## config.mk

```make
export PLATFORM = sky130hd
export DESIGN_NAME = zeta_table_gen
export DESIGN_NICKNAME = d
export VERILOG_FILES = /design/src/rtl/zeta_table_gen.sv
export SDC_FILE = /design/constraint.sdc
export NUM_CORES = 1
export LEC_CHECK = 0
export CORE_MARGIN = 2
export CORE_UTILIZATION = 43
export DETAILED_ROUTE_END_ITERATION = 7
export MAX_ROUTING_LAYER = met4
export PLACE_DENSITY = 0.84
export SYNTH_ARGS = -nofsm -noshare
export SYNTH_HDL_FRONTEND = slang
export SYNTH_SLANG_ARGS = --single-unit
```

## constraint.sdc

```tcl
create_clock -name clk -period 3 [get_ports clk]
set_clock_uncertainty 0.05 [all_clocks]
set_input_delay 0.6 -clock clk [delete_from_list [all_inputs] [get_ports clk]]
set_output_delay 0.6 -clock clk [all_outputs]
set_load 0.01 [all_outputs]
```

## src/rtl/zeta_table_gen.sv

```systemverilog
// rtl/zeta_table_gen.sv - sequencer filling the NTT twiddle table with ROOT^brv(k) via an external exponentiation engine
module zeta_table_gen #(
    parameter int               WIDTH  = 24,
    parameter int               LOGN   = 8,
    parameter int               N      = 256,
    parameter logic [WIDTH-1:0] ROOT   = 24'd1753,
    parameter bit               BITREV = 1'b1
) (
    input  logic             clk,
    input  logic             rst_n,
    input  logic             start,
    output logic             busy,
    output logic             done,
    output logic             pow_start,
    output logic [WIDTH-1:0] pow_a,
    output logic [WIDTH-1:0] pow_b,
    input  logic             pow_busy,
    input  logic             pow_done,
    input  logic [WIDTH-1:0] pow_res,
    output logic             wr_en,
    output logic [LOGN-1:0]  wr_addr,
    output logic [WIDTH-1:0] wr_data
);

    typedef enum logic [2:0] {
        S_IDLE,
        S_ISSUE,
        S_WAIT,
        S_RELEASE,
        S_DONE
    } state_t;

    // k carries one spare bit so the last-entry compare can never wrap
    localparam logic [LOGN:0] K_LAST = (LOGN+1)'(N - 1);
    localparam logic [LOGN:0] K_ONE  = {{LOGN{1'b0}}, 1'b1};

    state_t           state_q, state_d;
    logic [LOGN:0]    k_q, k_d;
    logic             busy_q, busy_d;
    logic             done_q, done_d;
    logic             pow_start_q, pow_start_d;
    logic [WIDTH-1:0] pow_b_q, pow_b_d;
    logic             wr_en_q, wr_en_d;
    logic [LOGN-1:0]  wr_addr_q, wr_addr_d;
    logic [WIDTH-1:0] wr_data_q, wr_data_d;
    logic [LOGN-1:0]  exp_idx;

    function automatic logic [LOGN-1:0] brv(input logic [LOGN-1:0] v);
        logic [LOGN-1:0] r;
        r = '0;
        for (int i = 0; i < LOGN; i++) begin
            r[i] = v[LOGN-1-i];
        end
        return r;
    endfunction

    always_comb begin
        state_d     = state_q;
        k_d         = k_q;
        busy_d      = busy_q;
        done_d      = 1'b0;
        pow_start_d = pow_start_q;
        pow_b_d     = pow_b_q;
        wr_en_d     = 1'b0;
        wr_addr_d   = wr_addr_q;
        wr_data_d   = wr_data_q;
        exp_idx     = BITREV ? brv(k_q[LOGN-1:0]) : k_q[LOGN-1:0];

        case (state_q)
            S_IDLE: begin
                if (start) begin
                    busy_d  = 1'b1;
                    k_d     = '0;
                    state_d = S_ISSUE;
                end
            end
            S_ISSUE: begin
                pow_b_d     = {{(WIDTH-LOGN){1'b0}}, exp_idx};
                pow_start_d = 1'b1;
                state_d     = S_WAIT;
            end
            S_WAIT: begin
                if (pow_done) begin
                    wr_data_d   = pow_res;
                    wr_addr_d   = k_q[LOGN-1:0];
                    wr_en_d     = 1'b1;
                    pow_start_d = 1'b0;
                    state_d     = S_RELEASE;
                end
            end
            S_RELEASE: begin
                // Wait out the engine's done level so each request yields exactly one result
                if (!pow_done) begin
                    if (k_q == K_LAST) begin
                        done_d  = 1'b1;
                        busy_d  = 1'b0;
                        state_d = S_DONE;
                    end else begin
                        k_d     = k_q + K_ONE;
                        state_d = S_ISSUE;
                    end
                end
            end
            S_DONE: begin
                state_d = S_IDLE;
            end
            default: begin
                state_d = S_IDLE;
            end
        endcase
    end

    always_ff @(posedge clk or negedge rst_n) begin
        if (!rst_n) begin
            state_q     <= S_IDLE;
            k_q         <= '0;
            busy_q      <= 1'b0;
            done_q      <= 1'b0;
            pow_start_q <= 1'b0;
            pow_b_q     <= '0;
            wr_en_q     <= 1'b0;
            wr_addr_q   <= '0;
            wr_data_q   <= '0;
        end else begin
            state_q     <= state_d;
            k_q         <= k_d;
            busy_q      <= busy_d;
            done_q      <= done_d;
            pow_start_q <= pow_start_d;
            pow_b_q     <= pow_b_d;
            wr_en_q     <= wr_en_d;
            wr_addr_q   <= wr_addr_d;
            wr_data_q   <= wr_data_d;
        end
    end

    assign busy      = busy_q;
    assign done      = done_q;
    assign pow_start = pow_start_q;
    assign pow_a     = ROOT;
    assign pow_b     = pow_b_q;
    assign wr_en     = wr_en_q;
    assign wr_addr   = wr_addr_q;
    assign wr_data   = wr_data_q;

    a_engine_idle: assert property (@(posedge clk) disable iff (!rst_n)
        (state_q == S_IDLE) |-> !pow_busy);

endmodule

```

==> results.md, run 1 <==
- Rows: 28
- Fillers: 500
- Initial core utilization: 45.0%
- Post-Syn Instances: 209
- Largest family of logic cells by synthesized area: multiplexers
- Tightest Hold Check Type: input pin to async pin
- Yosys top cell by area: dfrtp_1
- Pwr Total: 3.02 mW
- Hold Fails Final Rpt: 0
- CORE AREA: 5990 µm²
- Dominant synthesized flop cell: dfrtp_1
- Largest net degree at the start of global routing: 57
- Via count: 1656
- Clock buffer depth: 2
- H-tree levels: 2
- Initial antenna violation count: 0
- Final Max Slew Viols: 0
- Slowest Stage Delay on Critical Path: 0.48 ns
- Count leader, synth: dfrtp_1
- Unique masters post-synth: 33
- Placer Congestion: 0.779
- Mux share of post-synthesis cell area: 21.0%
- Synth Area in Compound Gates: 5.43%
- Drc violations: 0
- Required @ worst endpoint: 3.15 ns
- Share of cells above drive strength 1: 20.3%
- Post-synthesis sequential area ratio: 52.0%
- Slowest CP cell: dfrtp_1
- Worst-margin pin slew: 0.696 ns
- Pre-antenna DRT Iters: 5
- Post-synth EDFFs: 0
- 1st-iter DRT viols: 40
- IO Count: 113
- Synth Area in Adders: 0.928%
- Area growth syn-to-layout: 25.7%
- Nets@finish: 312
- Cell Chain, Critical Path: ha_1, and3_1, and3_1, ha_1, and4bb_2, o21bai_1, buf_4, mux2_2
- FMAX: 418 MHz
- Num CTS Buffers: 5
- Power density over the cells: 891 nW/µm²
- Yosys reg bits: 56
- Setup_tns: 0 ns
- Startpoint types: flop
- Root Buffer: clkbuf_8
- Clock Sinks: 56
- Post-CTS Setup Bufs: 0
- Syn_area_per_cell: 12.9 µm²
- CTS tree: yes
- Clk Latency, worst-skew pair: 0.31 ns
- Post-cts gate resize count: 0
- Register area: 1400 µm²
- RSZ-0062 raised after global routing: no
- Reg clk slew, reported paths: 0.09 ns
- First-pass GRT wire length: 8250 µm
- Die X: 83.2 µm
- Simple-gate share of the synthesized area: 6.36%
- Post-Synth XOR/XNOR Area: 0%
- Top cell types by occurrence after synthesis: 56 x dfrtp_1, 40 x buf_4, 28 x mux2_4
- Crit Path Category: flop to flop
- Status: finished, final reports clean
- Crit Path Max Fanout: 11
- Crit-path leading delay family: simple AND/OR/NAND/NOR gates
- Max VDD drop: 0.000436 V
- Via-per-instance ratio: 4.65
- Yosys warnings: 0
- Number of buffers and inverters on the critical path: 1
- Tmin final: 2.39 ns
- WL final: 5030 µm
- DPL Wire Length: 3560 µm
- Share of the synthesized area in the top cell type: 52.0%
- Period Utilization, post-route: 79.7%
- Crit. End Element: flop
- Area of the multi-input gates: 1060 µm²
- Grt ovf: 0
- Setup violators final: 0
- Slew margin rel.: 53.6%
- Synth async-reset ratio: 100%
- Ant diodes: 0
- Top cells by area, synth: dfrtp_1 52%, mux2_4 16%, buf_4 11%, mux2_2 5.4%, o21ai_0 2.0%
- Syn Std Cell Area: 2700 µm²
- Post-route ant nets: 0
- Leakage: 1.56 nW
- Port Buf Inserts: 71
- Max-cap violations: 0
- Vias in the first global route: 1610
- Die ar.: 6920 µm²
- Crit path DAT: 2.54 ns
- Hold-fix buffers, CTS: 0
- Die height: 83.2 µm
- Wirelength per Cell: 14.1 µm
- Tot GR Track Use: 15.3%
==> layer usage <==
metal	track usage, %	wire, µm	up-vias
met4	3.58	51	0
met1	18.9	2140	793
met5	-	0	-
met3	5.27	383	6
met2	24.3	2450	80
li1	-	-	777
==> final cells by class <==
| cell class | instances | share of cell area [%] |
|---|---|---|
| flip-flops and latches | 56 | 41.4 |
| multi-input cells | 139 | 31.3 |
| well taps | 75 | 2.77 |
| repair buffers | 75 | 21.7 |
| inverters | 4 | 0.443 |
| clock buffers | 5 | 2.03 |
| clock inverters | 2 | 0.369 |
==> sequential cells by signal, summed over array words and instances (netlist names) <==
signal	cells
state_q	3
done	1
k_q	9
pow_start	1
wr_en	1
busy	1
wr_addr	8
pow_b	8
wr_data	24
==> where the power goes <==
part | internal, mW | switching [mW]
Combinational | 0.858 | 0.533
Clock | 0.159 | 0.232
Sequential | 1.03 | 0.200
Total | 2.05 | 0.966
==> path summary, 6_finish.rpt <==
kind | depth (start not counted) | endpoint | from | slack, ns
setup / recovery | 8 | k_q[0]$_DFFE_PN0P_ | k_q[0]$_DFFE_PN0P_ | 0.61
hold / removal | 2 | wr_data[3]$_DFFE_PN0P_ | rst_n | 0.37
setup reg to reg | 8 | k_q[0]$_DFFE_PN0P_ | k_q[0]$_DFFE_PN0P_ | 0.61
hold reg to reg | 2 | k_q[8]$_DFFE_PN0P_ | k_q[8]$_DFFE_PN0P_ | 0.43
max in group asynchronous | 2 | wr_data[22]$_DFFE_PN0P_ | rst_n | 2.08
min in group clk | 2 | k_q[8]$_DFFE_PN0P_ | k_q[8]$_DFFE_PN0P_ | 0.43
==> metrics by stage <==
| step | utilization, % | instances | cell area [µm²] | setup slack, ns | hold WS, ns |
|---|---|---|---|---|---|
| 2_1_floorplan | - | 247 | 2840 | 0.862 | 0.254 |
| 3_5_place_dp | 55.2 | 349 | 3310 | 0.638 | 0.417 |
| 6_report | 56.6 | 356 | 3390 | 0.609 | 0.367 |
| 3_3_place_gp | 55.2 | 349 | 3310 | 0.691 | 0.414 |
| 5_1_grt | 56.6 | 356 | 3390 | 0.460 | 0.422 |
| 4_1_cts | 56.6 | 356 | 3390 | 0.602 | 0.390 |
==> placed cells by master (no fill, tap or decap), types with 3 or more instances in the layout <==
cell,n
dfrtp_1,56
nor2_1,7
mux2_2,13
mux2_4,28
clkbuf_8,5
clkdlybuf4s50_1,70
conb_1,40
nand2_1,4
a21oi_1,6
buf_4,4
nand2b_1,3
and3_1,3
inv_1,4
o21ai_0,11
==> logic make-up after synthesis <==
| group | after synthesis |
|---|---|
| adder cells (fa/ha/maj) | 2 |
| AND/OR/NAND/NOR | 30 |
| buffers and inverters | 52 |
| AO/OA/AOI/OAI | 26 |
| flip-flops | 56 |
| other | 2 |
| multiplexers | 41 |
No activity file was read; power rests on OpenSTA's default activity.
==> inputs of run 2 (changes only) <==
- CORE_UTILIZATION: 43 -> 39
- PLACE_DENSITY: 0.84 -> 0.8
- clock period: 3 -> 2 ns (I/O delays scaled with it)
==> results.md, run 2 (synthesized netlist as in run 1, its figures left out) <==
- Status: finished, final reports clean (unchanged)
- WL final: 5190 µm (was 5030 µm)
- Clk Latency, worst-skew pair: 0.31 ns (about the same)
- Port Buf Inserts: 71 (unchanged)
- Setup violators final: 0 (unchanged)
- Setup_tns: 0 ns (unchanged)
- Required @ worst endpoint: 2.15 ns (was 3.15 ns)
- Grt ovf: 0 (unchanged)
- Nets@finish: 328 (was 312)
- Met2 Use GR: 22.6% (was 24.3%)
- Max VDD drop: 0.000559 V (was 0.000436 V)
- Fin Hold WS: 0.0199 ns (was 0.367 ns)
- Initial core utilization: 39.9% (was 45.0%)
- Via count: 1756 (was 1656)
- Rows: 30 (was 28)
- R2r setup slk: 0.01 ns (was 0.61 ns)
- DPL Wire Length: 3650 µm (was 3560 µm)
- IO Count: 113 (unchanged)
- Crit Path Category: flop to flop (unchanged)
- Hold Fails Final Rpt: 0 (unchanged)
- Drc violations: 0 (unchanged)
- Die X: 87.2 µm (was 83.2 µm)
- Clock Sinks: 56 (unchanged)
- Crit path DAT: 2.14 ns (was 2.54 ns)
- Grt met1 use: 17.4% (was 18.9%)
- CORE AREA: 6760 µm² (was 5990 µm²)
- Slowest Stage Delay on Critical Path: 0.40 ns (was 0.48 ns)
- Die ar.: 7600 µm² (was 6920 µm²)
- Initial antenna violation count: 0 (unchanged)
- Max reg flops: 24 (unchanged)
- Cell Chain, Critical Path: ha_2, and3_4, and3_4, ha_4, and4bb_2, o21bai_4, buf_6, o21ai_2, o21ai_2 (was ha_1, and3_1, and3_1, ha_1, and4bb_2, o21bai_1, buf_4, mux2_2)
- Reg-to-reg endpoint: k_q[7]$_DFFE_PN0P_ (was k_q[0]$_DFFE_PN0P_)
- Share of cells above drive strength 1: 27.9% (was 20.3%)
- Final worst slack: 0.0105 ns (was 0.609 ns)
- Slowest CP cell: dfrtp_1 (unchanged)
- Leakage: 1.66 nW (was 1.56 nW)
- H-tree levels: 2 (unchanged)
- Power density over the cells: 1320 nW/µm² (was 891 nW/µm²)
- Num CTS Buffers: 5 (unchanged)
- Wirelength per Cell: 13.7 µm (was 14.1 µm)
- Most frequent cells in the layout: 70 x clkdlybuf4s50_1, 56 x dfrtp_1, 40 x conb_1, 28 x mux2_4, 16 x buf_4 (was 70 x clkdlybuf4s50_1, 56 x dfrtp_1, 40 x conb_1, 28 x mux2_4, 13 x mux2_2)
- Placer Congestion: 0.725 (was 0.779)
- Pre-antenna DRT Iters: 4 (was 5)
- Vias in the first global route: 1679 (was 1610)
- R2R Path Start: k_q[1]$_DFFE_PN0P_ (was k_q[0]$_DFFE_PN0P_)
- Tmin final: 1.99 ns (was 2.39 ns)
- Global-route met3 utilization: 4.36% (was 5.27%)
- Global route hottest layer: met2 (unchanged)
- Crit-path leading delay family: simple AND/OR/NAND/NOR gates (unchanged)
- Period Utilization, post-route: 99.5% (was 79.7%)
- Via-per-instance ratio: 4.65 (about the same)
- Root Buffer: clkbuf_8 (unchanged)
- Startpoint types: flop (unchanged)
- Util after Layout: 53.5% (was 56.6%)
- Ant diodes: 0 (unchanged)
- 1st-iter DRT viols: 42 (was 40)
- Final Max Slew Viols: 0 (unchanged)
- Pwr Total: 4.79 mW (was 3.02 mW)
- First-pass GRT wire length: 8210 µm (was 8250 µm)
- Cells after DPL: 369 (was 349)
- Design Area, Final: 3620 µm² (was 3390 µm²)
- Post-route ant nets: 0 (unchanged)
- FMAX: 503 MHz (was 418 MHz)
- Crit. End Element: flop (unchanged)
- Area growth syn-to-layout: 34.1% (was 25.7%)
- Clock buffer depth: 2 (unchanged)
- Tot GR Track Use: 14.3% (was 15.3%)
- Max-cap violations: 0 (unchanged)
- Number of buffers and inverters on the critical path: 1 (unchanged)
- Commonest non-fill, non-tap cell in the layout: clkdlybuf4s50_1 (unchanged)
- Hold-fix buffers, CTS: 0 (unchanged)
- RSZ-0062 raised after global routing: yes (was no)
- Worst-case reg-to-reg path depth: 9 (was 8)
- CTS tree: yes (unchanged)
- Fillers: 586 (was 500)
- Tightest Hold Check Type: input pin to async pin (unchanged)
- Die height: 87.2 µm (was 83.2 µm)
- Layout Cells excl Fill: 378 (was 356)
- Post-Place Cell Area: 3480 µm² (was 3310 µm²)
- Largest net degree at the start of global routing: 57 (unchanged)
- Reg clk slew, reported paths: 0.10 ns (was 0.09 ns)
- Crit Path Max Fanout: 4 (was 11)
- Pre-CTS setup slack: -0.0513 ns (was 0.638 ns)
-- run 2: changes by cell type in the layout (fill, tap and decap cells not counted), moves of 2 or more --
cell / before / now
ha_1: 2 / 0
buf_12: 0 / 2
o21ai_2: 0 / 4
o21ai_0: 11 / 4
buf_6: 0 / 2
buf_4: 4 / 16
o21ai_1: 1 / 4
and3_1: 3 / 1
and3_4: 0 / 2
-- run 2: layer usage --
layer / wire length, µm / vias to the layer above
met3: 399 / 6
met5: 0 / -
met4: 59 / 0
li1: - / 808
met1: 2190 / 852
met2: 2540 / 90
-- run 2: how the worst max path moves through the flow --
| stage | startpoint | endpoint | slack (ns) | cells past startpoint |
|---|---|---|---|---|
| detailed placement | k_q[1]$_DFFE_PN0P_ | k_q[3]$_DFFE_PN0P_ | -0.05 | 9 |
| finish | k_q[1]$_DFFE_PN0P_ | k_q[7]$_DFFE_PN0P_ | 0.01 | 9 |
| floorplan | k_q[1]$_DFFE_PN0P_ | k_q[5]$_DFFE_PN0P_ | 0.01 | 9 |
| CTS | k_q[1]$_DFFE_PN0P_ | k_q[7]$_DFFE_PN0P_ | 0.004 | 9 |
| global route | k_q[1]$_DFFE_PN0P_ | k_q[7]$_DFFE_PN0P_ | -0.08 | 9 |
| global placement | k_q[1]$_DFFE_PN0P_ | k_q[6]$_DFFE_PN0P_ | 0.02 | 9 |
-- run 2: timing repair --
item | CTS | global route
setup buffers | 0 | 1
pin swaps | 2 | 6
gates resized for setup | 5 | 4
setup endpoints to repair | 8 | 7
-- run 2: worst reg2reg max path, stage by stage, from the launching register on --
cell	delay [ns]
dfrtp_1	0.40
ha_2	0.18
and3_4	0.14
and3_4	0.17
ha_4	0.15
and4bb_2	0.33
o21bai_4	0.10
buf_6	0.15
o21ai_2	0.14
o21ai_2	0.07
-- run 2: layout make-up --
class                      instances  area (µm²)  share of cell area, %
multi-input combinational        139        1120                   30.9
clock inverter                     1        7.51                  0.208
timing repair buffer              91         888                   24.6
sequential                        56        1400                   38.8
tap                               80         100                   2.77
clock buffer                       7        86.3                   2.39
inverter                           4        15.0                  0.415
-- run 2: where the power goes --
| group | internal (mW) | switching (mW) |
|---|---|---|
| clock | 0.282 | 0.360 |
| sequential | 1.55 | 0.247 |
| combinational | 1.43 | 0.918 |
